### config.mk
export PLATFORM = sky130hd
export DESIGN_NAME = tlight_monitor
export DESIGN_NICKNAME = d
export VERILOG_FILES = /design/src/rtl/tlight_pkg.sv /design/src/rtl/tlight_monitor_dwell.sv /design/src/rtl/tlight_monitor.sv
export SDC_FILE = /design/constraint.sdc
export NUM_CORES = 1
export LEC_CHECK = 0
export CORE_ASPECT_RATIO = 0.6
export CORE_MARGIN = 2
export CORE_UTILIZATION = 55
export DETAILED_ROUTE_END_ITERATION = 6
export GPL_TIMING_DRIVEN = 0
export PLACE_DENSITY = 0.78
export SYNTH_ARGS = -nofsm -noshare
export SYNTH_HDL_FRONTEND = slang
export SYNTH_SLANG_ARGS = --single-unit
### constraint.sdc
create_clock -name clock -period 4.8 [get_ports clock]
set_input_delay 1.2 -clock clock [delete_from_list [all_inputs] [get_ports clock]]
set_output_delay 1.2 -clock clock [all_outputs]
set_load 0.05 [all_outputs]
### src/rtl/tlight_pkg.sv
// Shared lamp encodings, fault codes and lamp-sequence helpers for the traffic-light monitor.
package tlight_pkg;

    localparam logic [2:0] RED    = 3'b100;
    localparam logic [2:0] YELLOW = 3'b010;
    localparam logic [2:0] GREEN  = 3'b001;
    localparam logic [2:0] DARK   = 3'b000;

    typedef enum logic [2:0] {
        NONE        = 3'd0,
        ENCODING    = 3'd1,
        CONFLICT    = 3'd2,
        SEQUENCE    = 3'd3,
        DWELL_SHORT = 3'd4,
        DWELL_LONG  = 3'd5,
        STALL       = 3'd6
    } fault_code_e;

    function automatic logic is_onehot3(input logic [2:0] v);
        return (v == RED) || (v == YELLOW) || (v == GREEN);
    endfunction

    // Legal colour change only; callers decide whether a change happened at all.
    function automatic logic legal_step(input logic [2:0] from_c, input logic [2:0] to_c);
        logic ok;
        case (from_c)
            RED:     ok = (to_c == YELLOW);
            YELLOW:  ok = (to_c == RED) || (to_c == GREEN);
            GREEN:   ok = (to_c == YELLOW);
            default: ok = 1'b0;
        endcase
        return ok;
    endfunction

endpackage

### src/rtl/tlight_monitor_dwell.sv
// light_dwell_tracker: per-direction previous colour and dwell counter with sequence/dwell checks.
module light_dwell_tracker
    import tlight_pkg::*;
#(
    parameter int YELLOW_MIN = 2,
    parameter int YELLOW_MAX = 4,
    parameter int GREEN_MIN  = 10,
    parameter int GREEN_MAX  = 20
) (
    input  logic       clock,
    input  logic       reset,
    input  logic [2:0] lamp,
    input  logic       reload,
    output logic       seq_err,
    output logic       short_err,
    output logic       long_err,
    output logic       is_red
);

    localparam int DW = $clog2(GREEN_MAX + 2);
    localparam logic [DW-1:0] DWELL_SAT = DW'(GREEN_MAX + 1);
    localparam logic [DW-1:0] Y_MIN_C   = DW'(YELLOW_MIN);
    localparam logic [DW-1:0] Y_MAX_C   = DW'(YELLOW_MAX);
    localparam logic [DW-1:0] G_MIN_C   = DW'(GREEN_MIN);
    localparam logic [DW-1:0] G_MAX_C   = DW'(GREEN_MAX);
    localparam logic [DW-1:0] ONE_C     = DW'(1);

    logic [2:0]    prev_q, prev_d;
    logic [DW-1:0] dwell_q, dwell_d;
    logic          changed;

    // Next-state and violation flags from the current sample against the held colour.
    always_comb begin
        changed   = (lamp != prev_q);
        seq_err   = 1'b0;
        short_err = 1'b0;
        long_err  = 1'b0;
        is_red    = (lamp == RED);
        prev_d    = lamp;
        dwell_d   = dwell_q;

        if (reload || changed) begin
            dwell_d = ONE_C;
        end else if (dwell_q != DWELL_SAT) begin
            dwell_d = dwell_q + ONE_C;
        end else begin
            dwell_d = dwell_q;
        end

        if (changed && !reload) begin
            seq_err   = !legal_step(prev_q, lamp);
            short_err = ((prev_q == YELLOW) && (dwell_q < Y_MIN_C)) ||
                        ((prev_q == GREEN)  && (dwell_q < G_MIN_C));
        end else begin
            seq_err   = 1'b0;
            short_err = 1'b0;
        end

        // Fires only on the sample that first exceeds the maximum.
        if (!changed) begin
            long_err = ((lamp == YELLOW) && (dwell_q == Y_MAX_C)) ||
                       ((lamp == GREEN)  && (dwell_q == G_MAX_C));
        end else begin
            long_err = 1'b0;
        end
    end

    // Colour/dwell state register.
    always_ff @(posedge clock or posedge reset) begin
        if (reset) begin
            prev_q  <= RED;
            dwell_q <= '0;
        end else begin
            prev_q  <= prev_d;
            dwell_q <= dwell_d;
        end
    end

endmodule

### src/rtl/tlight_monitor.sv
// Conflict monitor and fail-safe gate on the ns/we lamp bus; forces flashing yellow on a fault.
// Optional macro TLMON_VIOL_CNT_EN adds the saturating viol_cnt output.
module tlight_monitor
    import tlight_pkg::*;
#(
    parameter int YELLOW_MIN = 2,
    parameter int YELLOW_MAX = 4,
    parameter int GREEN_MIN  = 10,
    parameter int GREEN_MAX  = 20,
    parameter int ALLRED_MAX = 3
) (
    input  logic       clock,
    input  logic       reset,
    input  logic [2:0] ns,
    input  logic [2:0] we,
    input  logic       clear,
    output logic [2:0] ns_safe,
    output logic [2:0] we_safe,
    output logic       fault,
    output logic [2:0] fault_code
`ifdef TLMON_VIOL_CNT_EN
    ,
    output logic [7:0] viol_cnt
`endif
);

    localparam int AW = $clog2(ALLRED_MAX + 2);
    localparam logic [AW-1:0] ALLRED_LIM = AW'(ALLRED_MAX);
    localparam logic [AW-1:0] ALLRED_SAT = AW'(ALLRED_MAX + 1);
    localparam logic [AW-1:0] A_ONE      = AW'(1);

    logic ns_seq, ns_short, ns_long, ns_red;
    logic we_seq, we_short, we_long, we_red;

    logic        enc_err, conflict_err, seq_err, short_err, long_err, stall_err;
    logic        both_red, viol;
    fault_code_e viol_code;

    logic [AW-1:0] allred_q, allred_d;
    logic [2:0]    ns_safe_q, ns_safe_d, we_safe_q, we_safe_d;
    logic          fault_q, fault_d, blink_q, blink_d;
    logic [2:0]    fault_code_q, fault_code_d;

    light_dwell_tracker #(
        .YELLOW_MIN(YELLOW_MIN), .YELLOW_MAX(YELLOW_MAX),
        .GREEN_MIN(GREEN_MIN),   .GREEN_MAX(GREEN_MAX)
    ) u_ns_trk (
        .clock(clock), .reset(reset), .lamp(ns), .reload(clear),
        .seq_err(ns_seq), .short_err(ns_short), .long_err(ns_long), .is_red(ns_red)
    );

    light_dwell_tracker #(
        .YELLOW_MIN(YELLOW_MIN), .YELLOW_MAX(YELLOW_MAX),
        .GREEN_MIN(GREEN_MIN),   .GREEN_MAX(GREEN_MAX)
    ) u_we_trk (
        .clock(clock), .reset(reset), .lamp(we), .reload(clear),
        .seq_err(we_seq), .short_err(we_short), .long_err(we_long), .is_red(we_red)
    );

    // Per-sample violation flags and lowest-code-wins priority.
    always_comb begin
        enc_err      = !is_onehot3(ns) || !is_onehot3(we);
        conflict_err = (ns != RED) && (we != RED);
        seq_err      = ns_seq || we_seq;
        short_err    = ns_short || we_short;
        long_err     = ns_long || we_long;
        both_red     = ns_red && we_red;
        stall_err    = both_red && (allred_q == ALLRED_LIM);
        viol         = enc_err || conflict_err || seq_err || short_err || long_err || stall_err;

        if (enc_err) begin
            viol_code = ENCODING;
        end else if (conflict_err) begin
            viol_code = CONFLICT;
        end else if (seq_err) begin
            viol_code = SEQUENCE;
        end else if (short_err) begin
            viol_code = DWELL_SHORT;
        end else if (long_err) begin
            viol_code = DWELL_LONG;
        end else if (stall_err) begin
            viol_code = STALL;
        end else begin
            viol_code = NONE;
        end
    end

    // All-red run counter, fault latch and output gate.
    always_comb begin
        allred_d     = allred_q;
        fault_d      = fault_q;
        fault_code_d = fault_code_q;
        blink_d      = blink_q;
        ns_safe_d    = ns;
        we_safe_d    = we;

        if (!both_red) begin
            allred_d = '0;
        end else if (clear) begin
            allred_d = A_ONE;
        end else if (allred_q != ALLRED_SAT) begin
            allred_d = allred_q + A_ONE;
        end else begin
            allred_d = allred_q;
        end

        if (viol || fault_q) begin
            ns_safe_d = blink_q ? DARK : YELLOW;
            we_safe_d = blink_q ? DARK : YELLOW;
            blink_d   = ~blink_q;
        end else begin
            ns_safe_d = ns;
            we_safe_d = we;
        end

        // A clear that coincides with a violation re-arms the code with the new one.
        if (viol) begin
            fault_d = 1'b1;
            if (!fault_q || clear) begin
                fault_code_d = viol_code;
            end else begin
                fault_code_d = fault_code_q;
            end
        end else if (clear) begin
            fault_d      = 1'b0;
            fault_code_d = NONE;
            blink_d      = 1'b0;
        end else begin
            fault_d      = fault_q;
            fault_code_d = fault_code_q;
        end
    end

    // Monitor state and registered outputs.
    always_ff @(posedge clock or posedge reset) begin
        if (reset) begin
            allred_q     <= '0;
            fault_q      <= 1'b0;
            fault_code_q <= NONE;
            blink_q      <= 1'b0;
            ns_safe_q    <= RED;
            we_safe_q    <= RED;
        end else begin
            allred_q     <= allred_d;
            fault_q      <= fault_d;
            fault_code_q <= fault_code_d;
            blink_q      <= blink_d;
            ns_safe_q    <= ns_safe_d;
            we_safe_q    <= we_safe_d;
        end
    end

    assign ns_safe    = ns_safe_q;
    assign we_safe    = we_safe_q;
    assign fault      = fault_q;
    assign fault_code = fault_code_q;

`ifdef TLMON_VIOL_CNT_EN
    logic [7:0] viol_cnt_q, viol_cnt_d;

    // Saturating violation-cycle count; only reset clears it.
    always_comb begin
        if (viol && (viol_cnt_q != 8'd255)) begin
            viol_cnt_d = viol_cnt_q + 8'd1;
        end else begin
            viol_cnt_d = viol_cnt_q;
        end
    end

    // Violation counter register.
    always_ff @(posedge clock or posedge reset) begin
        if (reset) begin
            viol_cnt_q <= 8'd0;
        end else begin
            viol_cnt_q <= viol_cnt_d;
        end
    end

    assign viol_cnt = viol_cnt_q;
`endif

endmodule
Word level (Yosys, flattened, before mapping)
Index checks and enable logic that the tools add are counted.
Widths: inputs -> output; s select.
{"block": "word_totals", "regBits": 30, "input_bits": 9, "output_inout_bits": 10}
{"block": "classes", "add_sub_neg": 3, "n_lt_le_gt_ge": 4, "eq_ne": 26, "n_mux": 34, "n_bitwise": 1, "n_reduce_logical": 48}
{"operator": "$mux 3", "count": 14}
{"operator": "$logic_or 1x1->1", "count": 23}
{"operator": "$mux 5", "count": 4}
{"operator": "$eq 3x2->1 const B", "count": 5}
{"operator": "$logic_and 1x1->1", "count": 13}
{"operator": "$mux 1", "count": 13}
{"operator": "$eq 3x1->1 const B", "count": 4}
{"operator": "$eq 3x3->1 const B", "count": 4}
{"operator": "$add 5x1->5 const B", "count": 2}
{"operator": "$eq 5x3->1 const B", "count": 2}
{"operator": "$eq 5x5->1 const B", "count": 2}
{"operator": "$lt 5x2->1 const B", "count": 2}
{"operator": "$lt 5x4->1 const B", "count": 2}
{"operator": "$ne 5x5->1 const B", "count": 2}
{"operator": "$ne 3x3->1 const B", "count": 3}
{"operator": "$logic_not 1->1", "count": 6}
{"operator": "$ne 3x3->1", "count": 2}
{"operator": "$reduce_bool 2->1", "count": 3}
{"operator": "$pmux 1 s2", "count": 2}
{"operator": "$reduce_or 2->1", "count": 2}
{"operator": "$add 3x1->3 const B", "count": 1}
{"operator": "$ne 3x2->1 const B", "count": 1}
{"operator": "$mux 2", "count": 1}
{"operator": "$ne 2x1->1 const B", "count": 1}
{"operator": "other kinds (2)", "count": 2}

Depth between registers and ports, before layout
{"block": "depth", "ltp_word": 15, "depth_mapped": 8, "depth_no_buf": 8}

Cells and area by module
Synthesis repeated with hierarchy kept, for this count alone.
{"block": "hier_totals", "hier_cells": 190, "area_unflattened_um2": 1846.8}
{"module": "tlight_monitor", "n_inst": 1, "cells_each": 80, "area_per_inst_um2": 789.5}
{"module": "light_dwell_tracker (u_we_trk)", "n_inst": 1, "cells_each": 56, "area_per_inst_um2": 536.8}
{"module": "light_dwell_tracker (u_ns_trk)", "n_inst": 1, "cells_each": 54, "area_per_inst_um2": 520.5}

Least setup slack after synthesis
No wires, ideal clock.
{"block": "synth_path", "kind": "input -> register", "start": "in ns[0]", "end": "reg ns_safe_q[1] (netlist: ns_safe[1])", "setup_ns": 0.125, "t_arrival_ns": 3.051, "required_ns": 4.675, "path_slack_ns": 1.624, "stages": 7, "path_cell_list": "buf_2 -> and3b_1 -> o21ai_0 -> o221ai_1 -> or4_4 -> or3_4 -> mux2_4"}
{"block": "synth_via", "elab_chain_cells": 13, "word_cells_on_any_way": 33, "classes_between": "eq/ne (5); mux (6); reduce/logical (22)"}
{"element": "start: declaration", "line": "tlight_monitor.sv:14", "rtl": "input logic [2:0] ns,"}
{"element": "$eq 3x3->1 or $eq 3x1->1 (tied branches)"}
{"element": "$logic_or 1x1->1", "line": "tlight_pkg.sv:28", "rtl": "YELLOW: ok = (to_c == RED) || (to_c == GREEN);"}
{"element": "$pmux 1 s2", "line": "tlight_pkg.sv:26", "rtl": "case (from_c)"}
{"element": "$mux 1", "line": "tlight_monitor_dwell.sv:50", "rtl": "if (changed && !reload) begin"}
{"element": "$logic_not 1->1", "line": "tlight_monitor_dwell.sv:51", "rtl": "seq_err = !legal_step(prev_q, lamp);"}
{"element": "$mux 1", "line": "tlight_monitor_dwell.sv:50"}
{"element": "$logic_or 1x1->1", "line": "tlight_monitor.sv:64", "rtl": "seq_err = ns_seq || we_seq;"}
{"element": "$logic_or 1x1->1 (3 in a row)", "line": "tlight_monitor.sv:69", "rtl": "viol = enc_err || conflict_err || seq_err || short_err || long_err || stall_err;"}
{"element": "$logic_or 1x1->1 (*)", "line": "tlight_monitor.sv:69"}
{"element": "$logic_or 1x1->1 (*)", "line": "tlight_monitor.sv:107", "rtl": "if (viol || fault_q) begin"}
{"element": "$mux 3 (*)", "line": "tlight_monitor.sv:107"}
{"element": "net ns_safe_d[1]", "line": "tlight_monitor.sv:40", "rtl": "logic [2:0] ns_safe_q, ns_safe_d, we_safe_q, we_safe_d;"}
{"element": "end signal: assignment", "line": "tlight_monitor.sv:148", "rtl": "ns_safe_q <= ns_safe_d;"}
{"element": "end: declaration", "line": "tlight_monitor.sv:40"}
The timed path passes the listed nets; every way through them passes the cells marked *. The select of a mux whose other input is x is not followed.
A chain may end at the register's enable or synchronous reset.

Final worst setup path
{"block": "layout_path", "start": "in we[2]", "end": "reg we_safe_q[1] (netlist: we_safe[1])"}
{"block": "layout_via", "elab_chain_cells": 13, "word_cells_on_any_way": 33, "classes_between": "eq/ne (5); mux (6); reduce/logical (22)"}
{"element": "start: declaration", "line": "tlight_monitor.sv:15", "rtl": "input logic [2:0] we,"}
{"element": "$eq 3x3->1 or $eq 3x1->1 (tied branches)"}
{"element": "$logic_or 1x1->1", "line": "tlight_pkg.sv:28"}
{"element": "$pmux 1 s2", "line": "tlight_pkg.sv:26"}
{"element": "$mux 1", "line": "tlight_monitor_dwell.sv:50"}
{"element": "$logic_not 1->1", "line": "tlight_monitor_dwell.sv:51"}
{"element": "$mux 1", "line": "tlight_monitor_dwell.sv:50"}
{"element": "$logic_or 1x1->1", "line": "tlight_monitor.sv:64"}
{"element": "$logic_or 1x1->1 (3 in a row)", "line": "tlight_monitor.sv:69"}
{"element": "$logic_or 1x1->1 (*)", "line": "tlight_monitor.sv:69"}
{"element": "$logic_or 1x1->1 (*)", "line": "tlight_monitor.sv:107"}
{"element": "$mux 3 (*)", "line": "tlight_monitor.sv:107"}
{"element": "net we_safe_d[1]", "line": "tlight_monitor.sv:40"}
{"element": "end signal: assignment", "line": "tlight_monitor.sv:149", "rtl": "we_safe_q <= we_safe_d;"}
{"element": "end: declaration", "line": "tlight_monitor.sv:40"}
Marked as above.

==> results.sh <==
export IMPL_critPathMaxFanout=8
export IMPL_crit_buf_inv=1
export IMPL_finalPower_mw=0.568
export IMPL_ys_seq_area_share_pct=41.3
export IMPL_start_util_pct=56.7
export IMPL_clkPwrFrac_pct=36.2
export IMPL_drt_initial_drc_count=87
export IMPL_critPathKind="in -> reg"
export IMPL_switching_share_pct=27.5
export IMPL_drive_gt1_share_pct=13.8
export IMPL_ir_worst_vdd_v=0.000152
export IMPL_cts_hold_buf=0
export IMPL_rows=16
export IMPL_required_ns=4.96
export IMPL_ys_types=48
export IMPL_cts_resized=0
export IMPL_hold_viol=0
export IMPL_grt_pass1_vias=1427
export IMPL_yosysTopAreaCell="dfrtp_1"
export IMPL_die_w_um=78.4
export IMPL_antenna_found_initial=0
export IMPL_clk_latency_ns=0.28
export IMPL_cts_max_path_buffers=2
export IMPL_ioPinCount=19
export IMPL_crit_chain="clkdlybuf4s50_1 -> nor3b_1 -> a21oi_1 -> or4_4 -> or3_4 -> mux2_4"
export IMPL_hp_start="fault_code[2]"
export IMPL_h_tree_depth=2
export IMPL_clk_pin_slew_worst_paths_ns=0.06
export IMPL_outcome="complete, no violations"
export IMPL_grt_setup_unrepaired="no"
export IMPL_ys_dominant_reg_cell="dfrtp_1"
export IMPL_postCtsSetupBuffers=0
export IMPL_fin_nets=227
export IMPL_synth_top_cell_area_share_pct=35.6
export IMPL_fin_hold_ws_ns=0.543
export IMPL_num_antenna_cells=0
export IMPL_maxSlewViolCount=0
export IMPL_cts_tree="yes"
export IMPL_port_buffers=17
export IMPL_slew_headroom_pct=25.1
export IMPL_crit_arrival_ns=3.91
export IMPL_max_freq_mhz=267
export IMPL_vias=1491
export IMPL_skew_ns=0.00318
export IMPL_worstMarginPinSlew_ns=1.12
export IMPL_period_share_pct=78.2
export IMPL_syn_to_final_growth_pct=17.4
export IMPL_startpoint_type="input port"
export IMPL_rrSetupSlack_ns=2.21
export IMPL_grt_pass1_wl_mm=6.91
export IMPL_yosysWarnings=0
export IMPL_syn_area_per_cell_um2=9.88
export IMPL_cts_sinks=30
export IMPL_core_um2=3220
export IMPL_power_frac_comb_pct=16.1
export IMPL_cpPeakStageDelay_ns=0.66
export IMPL_drc=0
export IMPL_cp_top_family="simple AND/OR/NAND/NOR gates"
export IMPL_powerDensity_nw_per_um2=265
export IMPL_ant_nets=0
export IMPL_die_h_um=48.7
export IMPL_grt_remaining_overflow=0
export IMPL_hold_class="reg -> reg"
export IMPL_reg2reg_depth=8
export IMPL_hold_depth=1
export IMPL_finalSetupViolCount=0
export IMPL_switchingPower_mw=0.156
export IMPL_dieArea_um2=3820
export IMPL_cp_end_kind="flop"
export IMPL_tns_ns=0
export IMPL_totalWireLength_mm=4.06
export IMPL_final_core_util_pct=66.6
export IMPL_p_seq_share_pct=47.7
export IMPL_p_int_mw=0.412
export IMPL_syn_num_nets=203
export IMPL_synth_area_leaders="dfrtp_1 36%, ha_1 6.2%, dfstp_2 5.7%, xnor2_1 3.8%, xor2_1 3.8%"
export IMPL_slowest_stage="nor3b_1"
export IMPL_max_cap_violations=0
export IMPL_worstReg2RegStart="u_we_trk.dwell_q[0]"
export IMPL_syn_area_um2=1830
export IMPL_gp_congestion=0.907
export IMPL_dp_hpwl_mm=2.92
export IMPL_rr_endpoint="we_safe[1]"
export IMPL_drt_pass1_iter_count=4
export IMPL_min_period_ns=3.75
export IMPL_root_buffer="clkbuf_8"
export IMPL_async_reset_ff_share_pct=100
export IMPL_grt_max_degree=31
export IMPL_wl_per_cell_um=15.9
export IMPL_drt_vias_per_instance=5.85
export IMPL_p_leak_nw=0.883
export IMPL_min_to="fault_code[2]"
export IMPL_ys_seq_elements=30
export IMPL_grt_usage_pct=23.8
export IMPL_cts_made_buffers=5
export IMPL_synth_cells=185
export IMPL_synth_edff_count=0
==> registers in the layout, summed over array words and instances (netlist names) <==
signal	flops
u_ns_trk.prev_q	3
ns_safe	3
u_we_trk.prev_q	3
u_ns_trk.dwell_q	5
allred_q	3
blink_q	1
fault_code	3
we_safe	3
fault	1
u_we_trk.dwell_q	5
==> synth_stat cells (2+ instances only) <==
library cell / n
dfrtp_1: 26
nor2_1: 17
inv_1: 12
nand3_1: 12
ha_1: 9
nor3_1: 8
xnor2_1: 8
xor2_1: 8
nor3b_1: 7
a21oi_1: 6
o21ai_0: 6
and2_1: 4
buf_2: 4
dfstp_2: 4
nand2_1: 4
a211oi_1: 3
a221oi_1: 3
nand4_1: 3
nand4b_1: 3
nor4b_1: 3
and4bb_2: 2
mux2_4: 2
nor4bb_1: 2
o21ai_1: 2
o221a_2: 2
o221ai_1: 2
o31ai_1: 2
==> worst max-delay path by stage <==
stage,cells past startpoint,endpoint,start
2_1_floorplan,7,ns_safe[1],ns[0]
3_3_place_gp,6,we_safe[1],we[2]
3_5_place_dp,6,we_safe[1],we[2]
4_1_cts,6,we_safe[1],we[2]
5_1_grt,6,we_safe[1],we[2]
6_report,6,we_safe[1],we[2]
==> kinds of logic (layout without fill, tap and decap cells) <==
| family | after synthesis | after routing | share of synthesized area [%] |
|---|---|---|---|
| buf+inv | 20 | 45 | 4.86 |
| fa+ha+maj | 9 | 9 | 6.16 |
| simple gates | 74 | 74 | 24.6 |
| compound gates | 33 | 33 | 13.1 |
| mux | 3 | 3 | 2.19 |
| xor+xnor | 16 | 16 | 7.67 |
| flops | 30 | 30 | 41.3 |
==> power by group through the flow <==
stage | Sequential [mW] | Clock [mW] | Combinational (mW)
3_3_place_gp | 0.274 | 0 | 0.0868
5_1_grt | 0.272 | 0.218 | 0.100
3_5_place_dp | 0.275 | 0 | 0.0898
4_1_cts | 0.271 | 0.207 | 0.0909
6_report | 0.271 | 0.206 | 0.0917
2_1_floorplan | 0.284 | 0 | 0.0517
==> cell type report <==
class                   count  area (µm²)
clock inverters             1        5.00
flip-flops and latches     30         756
repair buffers             17         170
clock buffers               7        86.3
well taps                  45        56.3
multi-input cells         135         983
plain buffers               7        40.0
inverters                  13        48.8
fillers                   257        1080
==> per-stage QoR <==
stage	setup WS, ns	std cells	cell area [µm²]
after CTS	1.11	255	2150
after global placement	0.914	247	2050
after detailed placement	0.816	247	2050
after global routing	0.934	255	2150
final	1.05	255	2150
after floorplan	1.62	185	1830
==> cell usage in the layout (no fill, tap or decap), types with 2 or more instances in the layout <==
| master | netlist | routed |
|---|---|---|
| and2_1 | 4 | 4 |
| nor3b_1 | 7 | 7 |
| o221ai_1 | 2 | 2 |
| xnor2_1 | 8 | 8 |
| clkbuf_1 | 1 | 2 |
| inv_1 | 12 | 12 |
| dfrtp_1 | 26 | 26 |
| nor2_1 | 17 | 17 |
| xor2_1 | 8 | 8 |
| buf_2 | 4 | 4 |
| o21ai_0 | 6 | 6 |
| nor4b_1 | 3 | 3 |
| dfstp_2 | 4 | 4 |
| nand3_1 | 12 | 12 |
| a211oi_1 | 3 | 3 |
| mux2_4 | 2 | 2 |
| a221oi_1 | 3 | 3 |
| clkdlybuf4s50_1 | 0 | 17 |
| nand2_1 | 4 | 4 |
| a21oi_1 | 6 | 6 |
| ha_1 | 9 | 9 |
| nor4bb_1 | 2 | 2 |
| nand4_1 | 3 | 3 |
| and4bb_2 | 2 | 2 |
| nand4b_1 | 3 | 3 |
| clkbuf_8 | 0 | 6 |
| o221a_2 | 2 | 2 |
| nor3_1 | 8 | 8 |
| o21ai_1 | 2 | 2 |
| o31ai_1 | 2 | 2 |
==> metal layers <==
| metal | global-route usage, % | part of all wire [%] | vias to the layer above |
|---|---|---|---|
| li1 | - | - | 725 |
| met1 | 34.1 | 49 | 684 |
| met2 | 33.9 | 41 | 74 |
| met3 | 7.09 | 9.3 | 8 |
| met4 | 9.06 | 0.91 | 0 |
| met5 | 0 | 0 | - |
(Power assumes the default switching activity.)
